<file path="config.mk">
export PLATFORM = sky130hd
export DESIGN_NAME = pipeline_control_unit
export DESIGN_NICKNAME = d
export VERILOG_FILES = /design/src/rtl/pipeline_ctrl_pkg.sv /design/src/rtl/pipeline_control_unit_sat_counter.sv /design/src/rtl/pipeline_control_unit.sv
export SDC_FILE = /design/constraint.sdc
export NUM_CORES = 1
export LEC_CHECK = 0
export ABC_AREA = 1
export BUFFER_PORTS_ARGS = -buffer_cell sky130_fd_sc_hd__buf_2
export CORE_MARGIN = 2
export CORE_UTILIZATION = 51
export CTS_CLUSTER_SIZE = 24
export DETAILED_ROUTE_END_ITERATION = 12
export HOLD_SLACK_MARGIN = 0.03
export PLACE_DENSITY = 0.73
export SKIP_CTS_REPAIR_TIMING = 1
export SYNTH_ARGS = -nofsm -noshare
export SYNTH_HDL_FRONTEND = slang
export SYNTH_SLANG_ARGS = --single-unit
</file>
<file path="constraint.sdc">
create_clock -name clk -period 2.1 [get_ports clk]
set_input_delay 0.315 -clock clk [delete_from_list [all_inputs] [get_ports clk]]
set_output_delay 0.315 -clock clk [all_outputs]
set_load 0.02 [all_outputs]
</file>
<file path="src/rtl/pipeline_ctrl_pkg.sv">
// Shared types and constants for the pipeline control unit: FSM states,
// event priority encoding and the canned control-vector patterns.
package pipeline_ctrl_pkg;

    typedef enum logic [1:0] {
        ST_RUN    = 2'd0,
        ST_FLUSH  = 2'd1,
        ST_DRAIN  = 2'd2,
        ST_HALTED = 2'd3
    } ctrl_state_e;

    // Lower encoding wins when several events are active together.
    typedef enum logic [2:0] {
        EV_MEM_WAIT = 3'd0,
        EV_EX_BUSY  = 3'd1,
        EV_BRANCH   = 3'd2,
        EV_STALL    = 3'd3,
        EV_NONE     = 3'd4
    } ctrl_event_e;

    typedef struct packed {
        logic pc_we;
        logic if_id_we;
        logic id_ex_we;
        logic ex_mem_we;
        logic mem_wb_we;
        logic if_id_flush;
        logic id_ex_flush;
        logic ex_mem_flush;
        logic mem_wb_flush;
    } ctrl_t;

    localparam ctrl_t CTRL_DEFAULT = '{pc_we: 1'b1, if_id_we: 1'b1, id_ex_we: 1'b1,
                                       ex_mem_we: 1'b1, mem_wb_we: 1'b1,
                                       if_id_flush: 1'b0, id_ex_flush: 1'b0,
                                       ex_mem_flush: 1'b0, mem_wb_flush: 1'b0};

    localparam ctrl_t CTRL_RESET   = '{pc_we: 1'b0, if_id_we: 1'b0, id_ex_we: 1'b0,
                                       ex_mem_we: 1'b0, mem_wb_we: 1'b0,
                                       if_id_flush: 1'b1, id_ex_flush: 1'b1,
                                       ex_mem_flush: 1'b1, mem_wb_flush: 1'b1};

    localparam ctrl_t CTRL_HALTED  = '{pc_we: 1'b0, if_id_we: 1'b0, id_ex_we: 1'b0,
                                       ex_mem_we: 1'b0, mem_wb_we: 1'b0,
                                       if_id_flush: 1'b0, id_ex_flush: 1'b0,
                                       ex_mem_flush: 1'b0, mem_wb_flush: 1'b0};

    function automatic ctrl_event_e pick_event(input logic mem_wait,
                                               input logic ex_busy,
                                               input logic branch_taken,
                                               input logic hdu_stall);
        ctrl_event_e ev;
        ev = EV_NONE;
        if (mem_wait)          ev = EV_MEM_WAIT;
        else if (ex_busy)      ev = EV_EX_BUSY;
        else if (branch_taken) ev = EV_BRANCH;
        else if (hdu_stall)    ev = EV_STALL;
        return ev;
    endfunction

endpackage

</file>
<file path="src/rtl/pipeline_control_unit_sat_counter.sv">
// Saturating up-counter used for the stall and flush performance counters.
module sat_counter #(
    parameter int W = 32
) (
    input  logic         clk,
    input  logic         rst_n,
    input  logic         inc,
    output logic [W-1:0] value
);

    logic [W-1:0] value_q;
    logic [W-1:0] value_d;

    always_comb begin
        value_d = value_q;
        if (inc && (value_q != {W{1'b1}})) begin
            value_d = value_q + {{(W-1){1'b0}}, 1'b1};
        end
    end

    always_ff @(posedge clk or negedge rst_n) begin
        if (!rst_n) begin
            value_q <= '0;
        end else begin
            value_q <= value_d;
        end
    end

    assign value = value_q;

endmodule

</file>
<file path="src/rtl/pipeline_control_unit.sv">
// Pipeline write-enable / flush arbiter for the 5-stage core, with halt/drain
// sequencing and saturating stall/flush performance counters.
//
// state     | meaning
// ----------+-----------------------------------------------------------
// ST_RUN    | normal issue; events arbitrated by priority
// ST_FLUSH  | IF/ID held flushed for FLUSH_DEPTH unmasked cycles
// ST_DRAIN  | fetch stopped, in-flight ID/EX/MEM retiring (DRAIN_CYCLES)
// ST_HALTED | all stages frozen until halt_req drops
module pipeline_control_unit
    import pipeline_ctrl_pkg::*;
#(
    parameter int FLUSH_DEPTH  = 1,
    parameter int DRAIN_CYCLES = 3,
    parameter int CNT_W        = 32
) (
    input  logic             clk,
    input  logic             rst_n,
    input  logic             hdu_stall,
    input  logic             ex_branch_taken,
    input  logic             ex_busy,
    input  logic             mem_wait,
    input  logic             halt_req,
    output logic             pc_we,
    output logic             if_id_we,
    output logic             id_ex_we,
    output logic             ex_mem_we,
    output logic             mem_wb_we,
    output logic             if_id_flush,
    output logic             id_ex_flush,
    output logic             ex_mem_flush,
    output logic             mem_wb_flush,
    output logic             halted,
    output logic [CNT_W-1:0] stall_cnt,
    output logic [CNT_W-1:0] flush_cnt
);

    localparam logic [2:0] FLUSH_LD = 3'(FLUSH_DEPTH);
    localparam logic [2:0] DRAIN_LD = 3'(DRAIN_CYCLES);

    ctrl_state_e state_q, state_d;
    logic [2:0]  cnt_q, cnt_d;
    ctrl_t       ctrl;
    ctrl_event_e ev;
    logic        masked;
    logic        redirect;
    logic        halted_d;
    logic        stall_inc;

    always_ff @(posedge clk or negedge rst_n) begin
        if (!rst_n) begin
            state_q <= ST_RUN;
            cnt_q   <= 3'd0;
        end else begin
            state_q <= state_d;
            cnt_q   <= cnt_d;
        end
    end

    always_comb begin
        state_d  = state_q;
        cnt_d    = cnt_q;
        ctrl     = CTRL_DEFAULT;
        halted_d = 1'b0;
        redirect = 1'b0;
        masked   = mem_wait | ex_busy;
        ev       = pick_event(mem_wait, ex_busy, ex_branch_taken, hdu_stall);

        if (state_q != ST_HALTED) begin
            case (ev)
                EV_MEM_WAIT: begin
                    ctrl.pc_we        = 1'b0;
                    ctrl.if_id_we     = 1'b0;
                    ctrl.id_ex_we     = 1'b0;
                    ctrl.ex_mem_we    = 1'b0;
                    ctrl.mem_wb_flush = 1'b1;
                end
                EV_EX_BUSY: begin
                    ctrl.pc_we        = 1'b0;
                    ctrl.if_id_we     = 1'b0;
                    ctrl.id_ex_we     = 1'b0;
                    ctrl.ex_mem_flush = 1'b1;
                end
                EV_BRANCH: begin
                    redirect         = 1'b1;
                    ctrl.pc_we       = 1'b1;
                    ctrl.if_id_flush = 1'b1;
                    ctrl.id_ex_flush = 1'b1;
                end
                EV_STALL: begin
                    ctrl.pc_we       = 1'b0;
                    ctrl.if_id_we    = 1'b0;
                    ctrl.id_ex_flush = 1'b1;
                end
                default: ;
            endcase
        end

        case (state_q)
            ST_RUN: begin
                if (redirect && (FLUSH_LD != 3'd0)) begin
                    state_d = ST_FLUSH;
                    cnt_d   = FLUSH_LD;
                end
                if (halt_req) begin
                    state_d = ST_DRAIN;
                    cnt_d   = DRAIN_LD;
                end
            end
            ST_FLUSH: begin
                ctrl.if_id_flush = 1'b1;
                if (redirect) begin
                    if (FLUSH_LD == 3'd0) state_d = ST_RUN;
                    cnt_d = FLUSH_LD;
                end else if (!masked) begin
                    if (cnt_q <= 3'd1) state_d = ST_RUN;
                    else               cnt_d = cnt_q - 3'd1;
                end
                if (halt_req) begin
                    state_d = ST_DRAIN;
                    cnt_d   = DRAIN_LD;
                end
            end
            ST_DRAIN: begin
                // A late redirect still steers the PC but the drain keeps counting.
                ctrl.pc_we       = redirect;
                ctrl.if_id_flush = 1'b1;
                if (!masked) begin
                    if (cnt_q <= 3'd1) state_d = ST_HALTED;
                    else               cnt_d = cnt_q - 3'd1;
                end
            end
            ST_HALTED: begin
                ctrl     = CTRL_HALTED;
                halted_d = 1'b1;
                if (!halt_req) state_d = ST_RUN;
            end
            default: begin
                state_d = ST_RUN;
                cnt_d   = 3'd0;
            end
        endcase

        if (!rst_n) begin
            ctrl     = CTRL_RESET;
            halted_d = 1'b0;
        end
    end

    assign stall_inc = rst_n && (state_q != ST_HALTED) && !ctrl.pc_we;

    sat_counter #(.W(CNT_W)) u_stall_cnt (
        .clk   (clk),
        .rst_n (rst_n),
        .inc   (stall_inc),
        .value (stall_cnt)
    );

    sat_counter #(.W(CNT_W)) u_flush_cnt (
        .clk   (clk),
        .rst_n (rst_n),
        .inc   (redirect & rst_n),
        .value (flush_cnt)
    );

    assign pc_we        = ctrl.pc_we;
    assign if_id_we     = ctrl.if_id_we;
    assign id_ex_we     = ctrl.id_ex_we;
    assign ex_mem_we    = ctrl.ex_mem_we;
    assign mem_wb_we    = ctrl.mem_wb_we;
    assign if_id_flush  = ctrl.if_id_flush;
    assign id_ex_flush  = ctrl.id_ex_flush;
    assign ex_mem_flush = ctrl.ex_mem_flush;
    assign mem_wb_flush = ctrl.mem_wb_flush;
    assign halted       = halted_d;

endmodule

</file>
Yosys cells after proc, flatten, opt, wreduce, memory -nomap -nowiden --
Cells that the tools add are included. Widths: inputs -> output; s select.
Storage, ports and cells: register bits 69, input port bits 7, output and inout port bits 74
Operators by class: $add $sub $neg 3, order comparisons 1, equal/unequal tests 16, muxes and demuxes 38, bitwise operators 2, reductions and logical operators 14
Operators with widths (count):
- $add 32x1->32 const B | 2
- $ne 32x32->1 const B | 2
- $mux 3 | 11
- $mux 2 | 9
- $mux 4 | 3
- $ne 3x3->1 const B | 4
- $mux 1 | 10
- $mux 9 | 1
- $pmux 3 s3 | 1
- $ne 2x2->1 const B | 4
- $pmux 2 s4 | 1
- $reduce_and 7->1 | 1
- $eq 3x2->1 const B | 2
- $reduce_or 2->1 | 3
- $eq 2x2->1 const B | 2
- $logic_and 1x1->1 | 4
- $pmux 1 s2 | 2
- $eq 3x1->1 const B | 1
- $le 3x1->1 const B | 1
- $logic_not 3->1 | 1
- $reduce_bool 3->1 | 1
- $reduce_or 3->1 | 1
- $sub 3x1->3 const B | 1
- $eq 2x1->1 const B | 1
- other kinds (5) | 5

Longest topological paths before layout --
Gate-level depths: netlist (run 1).
depth in word-level cells 13, depth in mapped cells 12, mapped depth without buffers 10

Modules after synthesis --
Synthesis (run 1) repeated with hierarchy kept, for this count alone.
Unflattened totals: cells, all modules 773, area, all modules 5069.9 sq um
By module, submodules not included:
- sat_counter | instances 2, cells each 333, area an instance 2190.9 sq um, sequential area each 800.8 sq um
- pipeline_control_unit | instances 1, cells each 107, area an instance 688.2 sq um, sequential area each 125.1 sq um

Worst setup path before layout (run 1) --
No wires, ideal clock.
path type register -> register, start register state_q[0], end register u_stall_cnt.value_q[18], in the netlist u_stall_cnt.value[18], arrival 1886 ps, data required time 2035 ps, path slack 149 ps, stages on the path, launching flop included 12, period minus slack after synthesis 1951 ps, path through dfrtp_1 > ha_1 > clkbuf_1 > nor2_1 > inv_1 > a21oi_1 > nand2_2 > inv_2 > buf_6 > buf_6 > nand2_1 > nand2_1
On the way: cells in the longest elaborated chain, start to end 7, elaborated cells between the ends (all ways) 11, classes of those cells 3 x eq/ne; 4 x mux; 4 x reduce/logical
RTL lines:
- from (decl) | RTL line pipeline_control_unit.sv:41 | ctrl_state_e state_q, state_d;
- from (signal assigned) | RTL line pipeline_control_unit.sv:55 | state_q <= state_d;
- $ne 2x2->1 | RTL line pipeline_control_unit.sv:69, pipeline_control_unit.sv:150
- $mux 4 / $mux 1 (equally long branches) | RTL line pipeline_control_unit.sv:69 | if (state_q != ST_HALTED) begin
- $pmux 1 s2 | RTL line pipeline_control_unit.sv:99 | case (state_q)
- $mux 9 | RTL line pipeline_control_unit.sv:144 | if (!rst_n) begin
- $logic_not 1->1 | RTL line pipeline_control_unit.sv:150 | assign stall_inc = rst_n && (state_q != ST_HALTED) && !ctrl.pc_we;
- $logic_and 1x1->1 (*) | RTL line pipeline_control_unit.sv:150
- $logic_and 1x1->1 (*) | RTL line pipeline_control_unit_sat_counter.sv:16 | if (inc && (value_q != {W{1'b1}})) begin
- to (signal assigned) | RTL line pipeline_control_unit_sat_counter.sv:25 | value_q <= value_d;
- to (decl) | RTL line pipeline_control_unit_sat_counter.sv:11 | logic [W-1:0] value_q;
Every way passes the cells marked *; elsewhere a longest branch is shown, timed or not. A chain may end at the register's enable or synchronous reset.

Worst setup path after layout (run 1) --
start register state_q[0], end output if_id_flush
On the way: cells in the longest elaborated chain, start to end 4, elaborated cells between the ends (all ways) 8, classes of those cells 4 x eq/ne; 3 x mux; 1 x reduce/logical
RTL lines:
- $ne 2x2->1 (tied with other cells) | RTL line pipeline_control_unit.sv:69
- $mux 4 / $reduce_or 2->1 (equally long branches)
- $pmux 1 s2 (*) | RTL line pipeline_control_unit.sv:99
- $mux 9 (*) | RTL line pipeline_control_unit.sv:144
- to (decl) | RTL line pipeline_control_unit.sv:29 | output logic if_id_flush,
Marks and branches as above.

==> metrics.txt, run 1 <==
# TYPE chip_impl_metric gauge
chip_impl_info{name="synth.largest_area_cell",value="sky130_fd_sc_hd__dfrtp_1"} 1
chip_impl_metric{name="viasPerCell",unit=""} 5.213
chip_impl_metric{name="clk_path_buf_depth",unit=""} 2
chip_impl_metric{name="final.setup.tns",unit="ns"} 0
chip_impl_metric{name="maxClockFrequency",unit="GHz"} 0.4961
chip_impl_info{name="worst_setup_path_start_kind",value="flop"} 1
chip_impl_info{name="synth_commonest_cells",value="413 x sky130_fd_sc_hd__nand2_1, 112 x sky130_fd_sc_hd__nor2_1, 69 x sky130_fd_sc_hd__dfrtp_1, 37 x sky130_fd_sc_hd__inv_1, 31 x sky130_fd_sc_hd__nand3b_1"} 1
chip_impl_metric{name="post_synth_num_cell_types",unit=""} 25
chip_impl_metric{name="maxSlewViolCount",unit=""} 0
chip_impl_metric{name="floorplan.die.width",unit="um"} 101.2
chip_impl_metric{name="final.setup.worst_slack",unit="ns"} 0.08409
chip_impl_metric{name="wl",unit="um"} 13060
chip_impl_info{name="worst-setup-path-type",value="flop to output pin"} 1
chip_impl_metric{name="largest_net_degree_at_the_start_of_global_routing",unit=""} 50
chip_impl_metric{name="clk_pin_slew",unit="ns"} 0.08
chip_impl_metric{name="num_rows",unit=""} 35
chip_impl_info{name="cts.root.buffer_cell",value="sky130_fd_sc_hd__clkbuf_8"} 1
chip_impl_metric{name="initial_utilization",unit="%"} 52.39
chip_impl_metric{name="postSynthCellCount",unit=""} 768
chip_impl_metric{name="timing.slew.headroom",unit="%"} 56.48
chip_impl_metric{name="ant_nets",unit=""} 0
chip_impl_metric{name="grt_first_pass_wirelength",unit="um"} 21490
chip_impl_metric{name="area.growth.synth_to_final",unit="%"} 18.10
chip_impl_metric{name="nFillCells",unit=""} 872
chip_impl_metric{name="drcViolationCount",unit=""} 0
chip_impl_metric{name="worst_skew_pair.late_latency",unit="ns"} 0.35
chip_impl_metric{name="post_drt_wl_per_cell",unit="um"} 13.38
chip_impl_metric{name="clock-skew-final",unit="ns"} 0.01080
chip_impl_info{name="cell_with_the_most_instances_after_synthesis",value="sky130_fd_sc_hd__nand2_1"} 1
chip_impl_metric{name="floorplan.die_area",unit="um^2"} 10240
chip_impl_metric{name="dp_hpwl",unit="um"} 9587
chip_impl_metric{name="number_of_detailed_route_iterations_in_the_first_pass",unit=""} 5
chip_impl_metric{name="power-per-cell-area",unit="nW/um^2"} 789.3
chip_impl_metric{name="hold_ws",unit="ns"} 0.3554
chip_impl_metric{name="setup_violations",unit=""} 0
chip_impl_metric{name="cts.htree.levels",unit=""} 3
chip_impl_metric{name="grt_pass1_vias",unit=""} 4690
chip_impl_metric{name="synth_edf_count",unit=""} 0
chip_impl_info{name="rsz0062_at_grt",value="false"} 1
chip_impl_metric{name="timing_worst_slew_pin_value",unit="ns"} 0.6527
chip_impl_metric{name="synth.cell_area",unit="um^2"} 4818
chip_impl_metric{name="antenna_cells_inserted",unit=""} 0
chip_impl_metric{name="total_power",unit="uW"} 4491
chip_impl_metric{name="worst_ep_arrival_time",unit="ns"} 1.70
chip_impl_info{name="outcome",value="finished clean"} 1
chip_impl_metric{name="vias",unit=""} 5088
chip_impl_metric{name="power.static_leakage",unit="uW"} 0.002995
chip_impl_metric{name="gr-usage-all-layers",unit="%"} 26.27
chip_impl_metric{name="avgSynthCellArea",unit="um^2"} 6.274
chip_impl_metric{name="cts_buffers",unit=""} 9
chip_impl_metric{name="yosys_warnings",unit=""} 0
chip_impl_metric{name="postSynthRegisterBits",unit=""} 69
chip_impl_metric{name="timing.critical_path.required",unit="ns"} 1.78
chip_impl_metric{name="min_period_over_period",unit="%"} 96.00
chip_impl_metric{name="peakVddDrop",unit="mV"} 0.6639
chip_impl_metric{name="synth_top_area_share",unit="%"} 35.83
chip_impl_metric{name="min_period",unit="ns"} 2.016
chip_impl_info{name="critPathCaptureType",value="output pin"} 1
chip_impl_metric{name="place.port_buffers",unit=""} 80
chip_impl_info{name="ys_top_cells_by_area",value="sky130_fd_sc_hd__dfrtp_1 36%, sky130_fd_sc_hd__nand2_1 32%, sky130_fd_sc_hd__nor2_1 8.7%"} 1
chip_impl_metric{name="max_cap_violations",unit=""} 0
chip_impl_metric{name="synth.net_count",unit=""} 784
chip_impl_metric{name="hold_violations",unit=""} 0
chip_impl_metric{name="pre_cts_ws",unit="ns"} 0.07653
chip_impl_metric{name="finish.net_count",unit=""} 877
chip_impl_metric{name="end_of_flow_core_utilization",unit="%"} 61.88
chip_impl_info{name="hold_path.class",value="input pin to async pin"} 1
chip_impl_metric{name="ios",unit=""} 81
chip_impl_metric{name="cts_num_sinks",unit=""} 69
chip_impl_metric{name="postSynth.asyncResetShare",unit="%"} 100.0
chip_impl_metric{name="gr-total-overflow",unit=""} 0
chip_impl_info{name="ys.flop_type",value="sky130_fd_sc_hd__dfrtp_1"} 1
chip_impl_info{name="clock_tree_from_tritoncts",value="yes"} 1
chip_impl_metric{name="die_height",unit="um"} 101.2
chip_impl_metric{name="core",unit="um^2"} 9196
chip_impl_metric{name="detailedRoute.firstIterationViolations",unit=""} 210
chip_impl_metric{name="antenna_found_initial",unit=""} 0
chip_impl_metric{name="cp_max_fo",unit=""} 9
chip_impl_metric{name="synth_sequential_area_ratio",unit="%"} 35.83
chip_impl_metric{name="final_layout_size_suffix_gt1_share",unit="%"} 13.99
chip_impl_metric{name="gpl.final_weighted_congestion",unit=""} 0.9267
-- placed cells by master, fill, tap and decap left out, drive strengths merged, types with 11 or more instances in the layout --
cell,netlist,layout
xor2,20,20
nand3b,31,31
inv,40,40
buf,11,95
nand3,12,12
nand2,416,416
dfrtp,69,69
xnor2,11,11
o21ai,16,16
nor2,115,115
-- flip-flops by register name, summed over array words and instances, names as in the netlist --
| signal | cells |
|---|---|
| u_flush_cnt.value | 32 |
| u_stall_cnt.value | 32 |
| cnt_q | 3 |
| state_q | 2 |
-- report_power, final --
| part | switching [uW] | internal, uW | leakage [uW] |
|---|---|---|---|
| clock network | 546 | 905 | 0.000126 |
| registers | 167 | 1460 | 0.000942 |
| logic | 950 | 466 | 0.00193 |
-- critical path, stage by stage, from the launching register on --
cell                      delay [ns]
sky130_fd_sc_hd__dfrtp_1        0.43
sky130_fd_sc_hd__ha_2           0.26
sky130_fd_sc_hd__inv_1          0.14
sky130_fd_sc_hd__nand3_1        0.13
sky130_fd_sc_hd__o21ai_0        0.20
sky130_fd_sc_hd__buf_2          0.19
-- area by class of cell --
type / instances / area [um^2] / area share [%]
Timing Repair Buffer: 96 / 538.0 / 9.455
Sequential cell: 69 / 1727 / 30.34
Tap cell: 111 / 138.9 / 2.441
Multi-Input combinational cell: 645 / 2874 / 50.51
Inverter: 40 / 152.6 / 2.682
Clock inverter: 6 / 136.4 / 2.397
Clock buffer: 9 / 123.9 / 2.177
-- per-layer routing --
layer / track usage, % / routed length [um] / vias to the layer above
met2: 44.27 / 6181 / 169
met3: 3.244 / 623 / 41
met4: 12.89 / 554 / 0
li1: - / - / 2548
met5: 0 / 0 / -
met1: 33.44 / 5695 / 2330
-- worst paths after layout --
kind | end | start | depth (start not counted) | slack (ns)
worst max register to register | u_flush_cnt.value[0] | u_flush_cnt.value[0] | 8 | 0.24
min in group clk | cnt_q[1] | halt_req | 5 | 0.36
max in group asynchronous | u_stall_cnt.value[27] | rst_n | 3 | 0.90
worst min-delay path | state_q[0] | rst_n | 2 | 0.36
worst max-delay path | if_id_flush | state_q[0] | 5 | 0.08
worst min register to register | cnt_q[1] | cnt_q[1] | 2 | 0.53
-- metrics by stage --
step	instance area, um^2	cells
after global placement	5410	960
after floorplan	4818	768
after detailed placement	5410	960
final	5690	976
after global routing	5690	976
after CTS	5670	975
-- logic make-up (layout without fill, tap and decap cells) --
family / count (synthesis) / count (layout) / synth area share [%]
compound gates: 26 / 26 / 2.883
xor+xnor: 31 / 31 / 5.635
simple gates: 579 / 579 / 48.56
buf+inv: 54 / 151 / 4.752
fa+ha+maj: 9 / 9 / 2.337
flops: 69 / 69 / 35.83
No activity file was read; power rests on OpenSTA's default activity.
==> inputs of run 2 (changes only) <==
--- a/config.mk
+++ b/config.mk
@@ -12,7 +12,7 @@
 export CTS_CLUSTER_SIZE = 24
 export DETAILED_ROUTE_END_ITERATION = 12
 export HOLD_SLACK_MARGIN = 0.03
-export PLACE_DENSITY = 0.73
+export PLACE_DENSITY = 0.83
 export SKIP_CTS_REPAIR_TIMING = 1
 export SYNTH_ARGS = -nofsm -noshare
 export SYNTH_HDL_FRONTEND = slang
==> run 2 against run 1 <==
- routed wire length down 3.1%
- critical path depth did not move
- largest cell class unchanged
- combinational power hardly changed
- total power fell by 3.0%
- via count fell by 2.2%
- sequential share of layout area grew 0.20 points
- setup slack improved by 0.027 ns
- sequential cell count is the same
- cell count is the same
==> metrics.txt, run 2 (same netlist as run 1, synthesis figures left out) <==
# TYPE chip_impl_metric gauge
chip_impl_metric{name="total_power",unit="uW"} 4357
chip_impl_info{name="clock_tree_from_tritoncts",value="yes"} 1
chip_impl_metric{name="timing.critical_path.slowest_cell_delay",unit="ns"} 0.43
chip_impl_info{name="outcome",value="finished clean"} 1
chip_impl_metric{name="vias",unit=""} 4976
chip_impl_metric{name="cts_num_sinks",unit=""} 69
chip_impl_metric{name="worst_ep_arrival_time",unit="ns"} 1.67
chip_impl_info{name="critPathCaptureType",value="output pin"} 1
chip_impl_metric{name="floorplan.die_area",unit="um^2"} 10240
chip_impl_metric{name="pre_cts_ws",unit="ns"} 0.1381
chip_impl_metric{name="cts_buffers",unit=""} 9
chip_impl_metric{name="pwr-share-seq",unit="%"} 37.4
chip_impl_metric{name="timing.critical_path.required",unit="ns"} 1.78
chip_impl_metric{name="detailed_place.area",unit="um^2"} 5390
chip_impl_metric{name="peakVddDrop",unit="mV"} 0.7751
chip_impl_metric{name="clock-skew-final",unit="ns"} 0.01963
chip_impl_metric{name="final_layout_size_suffix_gt1_share",unit="%"} 13.99
chip_impl_metric{name="place.port_buffers",unit=""} 80
chip_impl_metric{name="ant_nets",unit=""} 0
chip_impl_metric{name="hold_violations",unit=""} 0
chip_impl_metric{name="gpl.final_weighted_congestion",unit=""} 0.9357
chip_impl_metric{name="share_comb_of_total_power",unit="%"} 32.0
chip_impl_metric{name="netSwitchingPower",unit="uW"} 1622
chip_impl_metric{name="largest_net_degree_at_the_start_of_global_routing",unit=""} 68
chip_impl_metric{name="number_of_detailed_route_iterations_in_the_first_pass",unit=""} 5
chip_impl_metric{name="maxClockFrequency",unit="GHz"} 0.5028
chip_impl_metric{name="floorplan.die.width",unit="um"} 101.2
chip_impl_info{name="hold_path.class",value="input pin to async pin"} 1
chip_impl_metric{name="crit_buf_inv",unit=""} 2
chip_impl_metric{name="maxSlewViolCount",unit=""} 0
chip_impl_metric{name="clk_path_buf_depth",unit=""} 2
chip_impl_info{name="worst_setup_path_start_kind",value="flop"} 1
chip_impl_metric{name="power.static_leakage",unit="uW"} 0.002976
chip_impl_metric{name="final_cell_area",unit="um^2"} 5653
chip_impl_metric{name="final.setup.tns",unit="ns"} 0
chip_impl_metric{name="grt_first_pass_wirelength",unit="um"} 21160
chip_impl_metric{name="post_drt_wl_per_cell",unit="um"} 12.96
chip_impl_info{name="cts.root.buffer_cell",value="sky130_fd_sc_hd__clkbuf_8"} 1
chip_impl_metric{name="die_height",unit="um"} 101.2
chip_impl_metric{name="min_period",unit="ns"} 1.989
chip_impl_metric{name="timing.slew.headroom",unit="%"} 41.59
chip_impl_metric{name="gr-total-overflow",unit=""} 0
chip_impl_metric{name="final.setup.worst_slack",unit="ns"} 0.1111
chip_impl_metric{name="antenna_cells_inserted",unit=""} 0
chip_impl_metric{name="viasPerCell",unit=""} 5.098
chip_impl_metric{name="swShare",unit="%"} 37.23
chip_impl_info{name="critical-path-slowest-cell",value="sky130_fd_sc_hd__dfrtp_1"} 1
chip_impl_info{name="crit_chain",value="ha_2 > inv_1 > nand3_1 > o21ai_0 > buf_2"} 1
chip_impl_metric{name="worst_skew_pair.late_latency",unit="ns"} 0.36
chip_impl_metric{name="num_rows",unit=""} 35
chip_impl_metric{name="antenna_found_initial",unit=""} 0
chip_impl_metric{name="power-per-cell-area",unit="nW/um^2"} 770.7
chip_impl_metric{name="power.internal",unit="uW"} 2735
chip_impl_metric{name="detailedRoute.firstIterationViolations",unit=""} 314
chip_impl_metric{name="gr-usage-all-layers",unit="%"} 25.82
chip_impl_metric{name="clock_group_share_of_total_power",unit="%"} 30.6
chip_impl_metric{name="drcViolationCount",unit=""} 0
chip_impl_info{name="leading_cell_types_in_the_layout_fill_and_taps_excluded",value="413 x sky130_fd_sc_hd__nand2_1, 112 x sky130_fd_sc_hd__nor2_1, 79 x sky130_fd_sc_hd__buf_2, 69 x sky130_fd_sc_hd__dfrtp_1, 37 x sky130_fd_sc_hd__inv_1"} 1
chip_impl_metric{name="cts.htree.levels",unit=""} 3
chip_impl_metric{name="timing_worst_slew_pin_value",unit="ns"} 0.8762
chip_impl_info{name="critical_path.top_delay_family",value="flip-flops"} 1
chip_impl_metric{name="wl",unit="um"} 12650
chip_impl_metric{name="min_period_over_period",unit="%"} 94.71
chip_impl_metric{name="finish.net_count",unit=""} 876
chip_impl_info{name="rsz0062_at_grt",value="false"} 1
chip_impl_metric{name="setup_violations",unit=""} 0
chip_impl_metric{name="clk_pin_slew",unit="ns"} 0.07
chip_impl_info{name="worst-setup-path-type",value="flop to output pin"} 1
chip_impl_metric{name="area.growth.synth_to_final",unit="%"} 17.32
chip_impl_metric{name="dp_hpwl",unit="um"} 9387
chip_impl_metric{name="core",unit="um^2"} 9196
chip_impl_metric{name="grt_pass1_vias",unit=""} 4490
chip_impl_metric{name="initial_utilization",unit="%"} 52.39
chip_impl_metric{name="max_cap_violations",unit=""} 0
chip_impl_metric{name="ios",unit=""} 81
chip_impl_metric{name="cp_max_fo",unit=""} 7
chip_impl_info{name="mostFrequentLayoutCell",value="sky130_fd_sc_hd__nand2_1"} 1
## run 2: area by class of cell
cell class | instances | area, um^2
Fill cell | 882 | 3543
Multi-Input combinational cell | 645 | 2877
Sequential cell | 69 | 1727
Timing Repair Buffer | 95 | 521.8
Inverter | 40 | 150.1
Tap cell | 111 | 138.9
Clock buffer | 10 | 127.6
Clock inverter | 6 | 111.4
## run 2: worst paths after layout
path,cells past startpoint,endpoint,start,slack [ns]
max reg2reg,9,u_flush_cnt.value[0],u_flush_cnt.value[0],0.19
min in group clk,5,cnt_q[1],halt_req,0.33
max in group asynchronous,3,u_stall_cnt.value[11],rst_n,0.70
min,2,state_q[1],rst_n,0.32
min reg2reg,2,cnt_q[1],cnt_q[1],0.53
max,5,if_id_flush,state_q[0],0.11
## run 2: per-stage QoR
| step | utilization (%) | hold WS, ns | cells |
|---|---|---|---|
| after CTS | 61.21 | -0.2371 | 975 |
| after global placement | 58.61 | 0.1442 | 959 |
| after floorplan | - | 0.01941 | 768 |
| after global routing | 61.47 | 0.3252 | 976 |
| final | 61.47 | 0.3226 | 976 |
| after detailed placement | 58.61 | 0.1457 | 959 |
## run 2: power groups by stage
stage,Clock (uW),Sequential [uW],Combinational (uW)
global placement,0,1650,1370
floorplan,0,1720,904
CTS,1350,1620,1390
detailed placement,0,1650,1380
finish,1330,1630,1390
global route,1400,1660,1570
## run 2: worst register-to-register path: cells and delay by family (launching register included)
family / cells / cell delay, ns
xor+xnor: 1 / 0.15
fa+ha+maj: 1 / 0.26
buf+inv: 2 / 0.32
flops: 1 / 0.43
simple gates: 5 / 0.68
## run 2: metal layers
| metal | vias up | global-route usage, % | part of all wire [%] | wire length (um) |
|---|---|---|---|---|
| li1 | 2548 | - | - | - |
| met1 | 2253 | 35.13 | 46 | 5801 |
| met2 | 155 | 41.93 | 46 | 5855 |
| met3 | 20 | 5.107 | 6.3 | 802 |
| met4 | 0 | 7.692 | 1.5 | 192 |
| met5 | - | 0 | 0 | 0 |
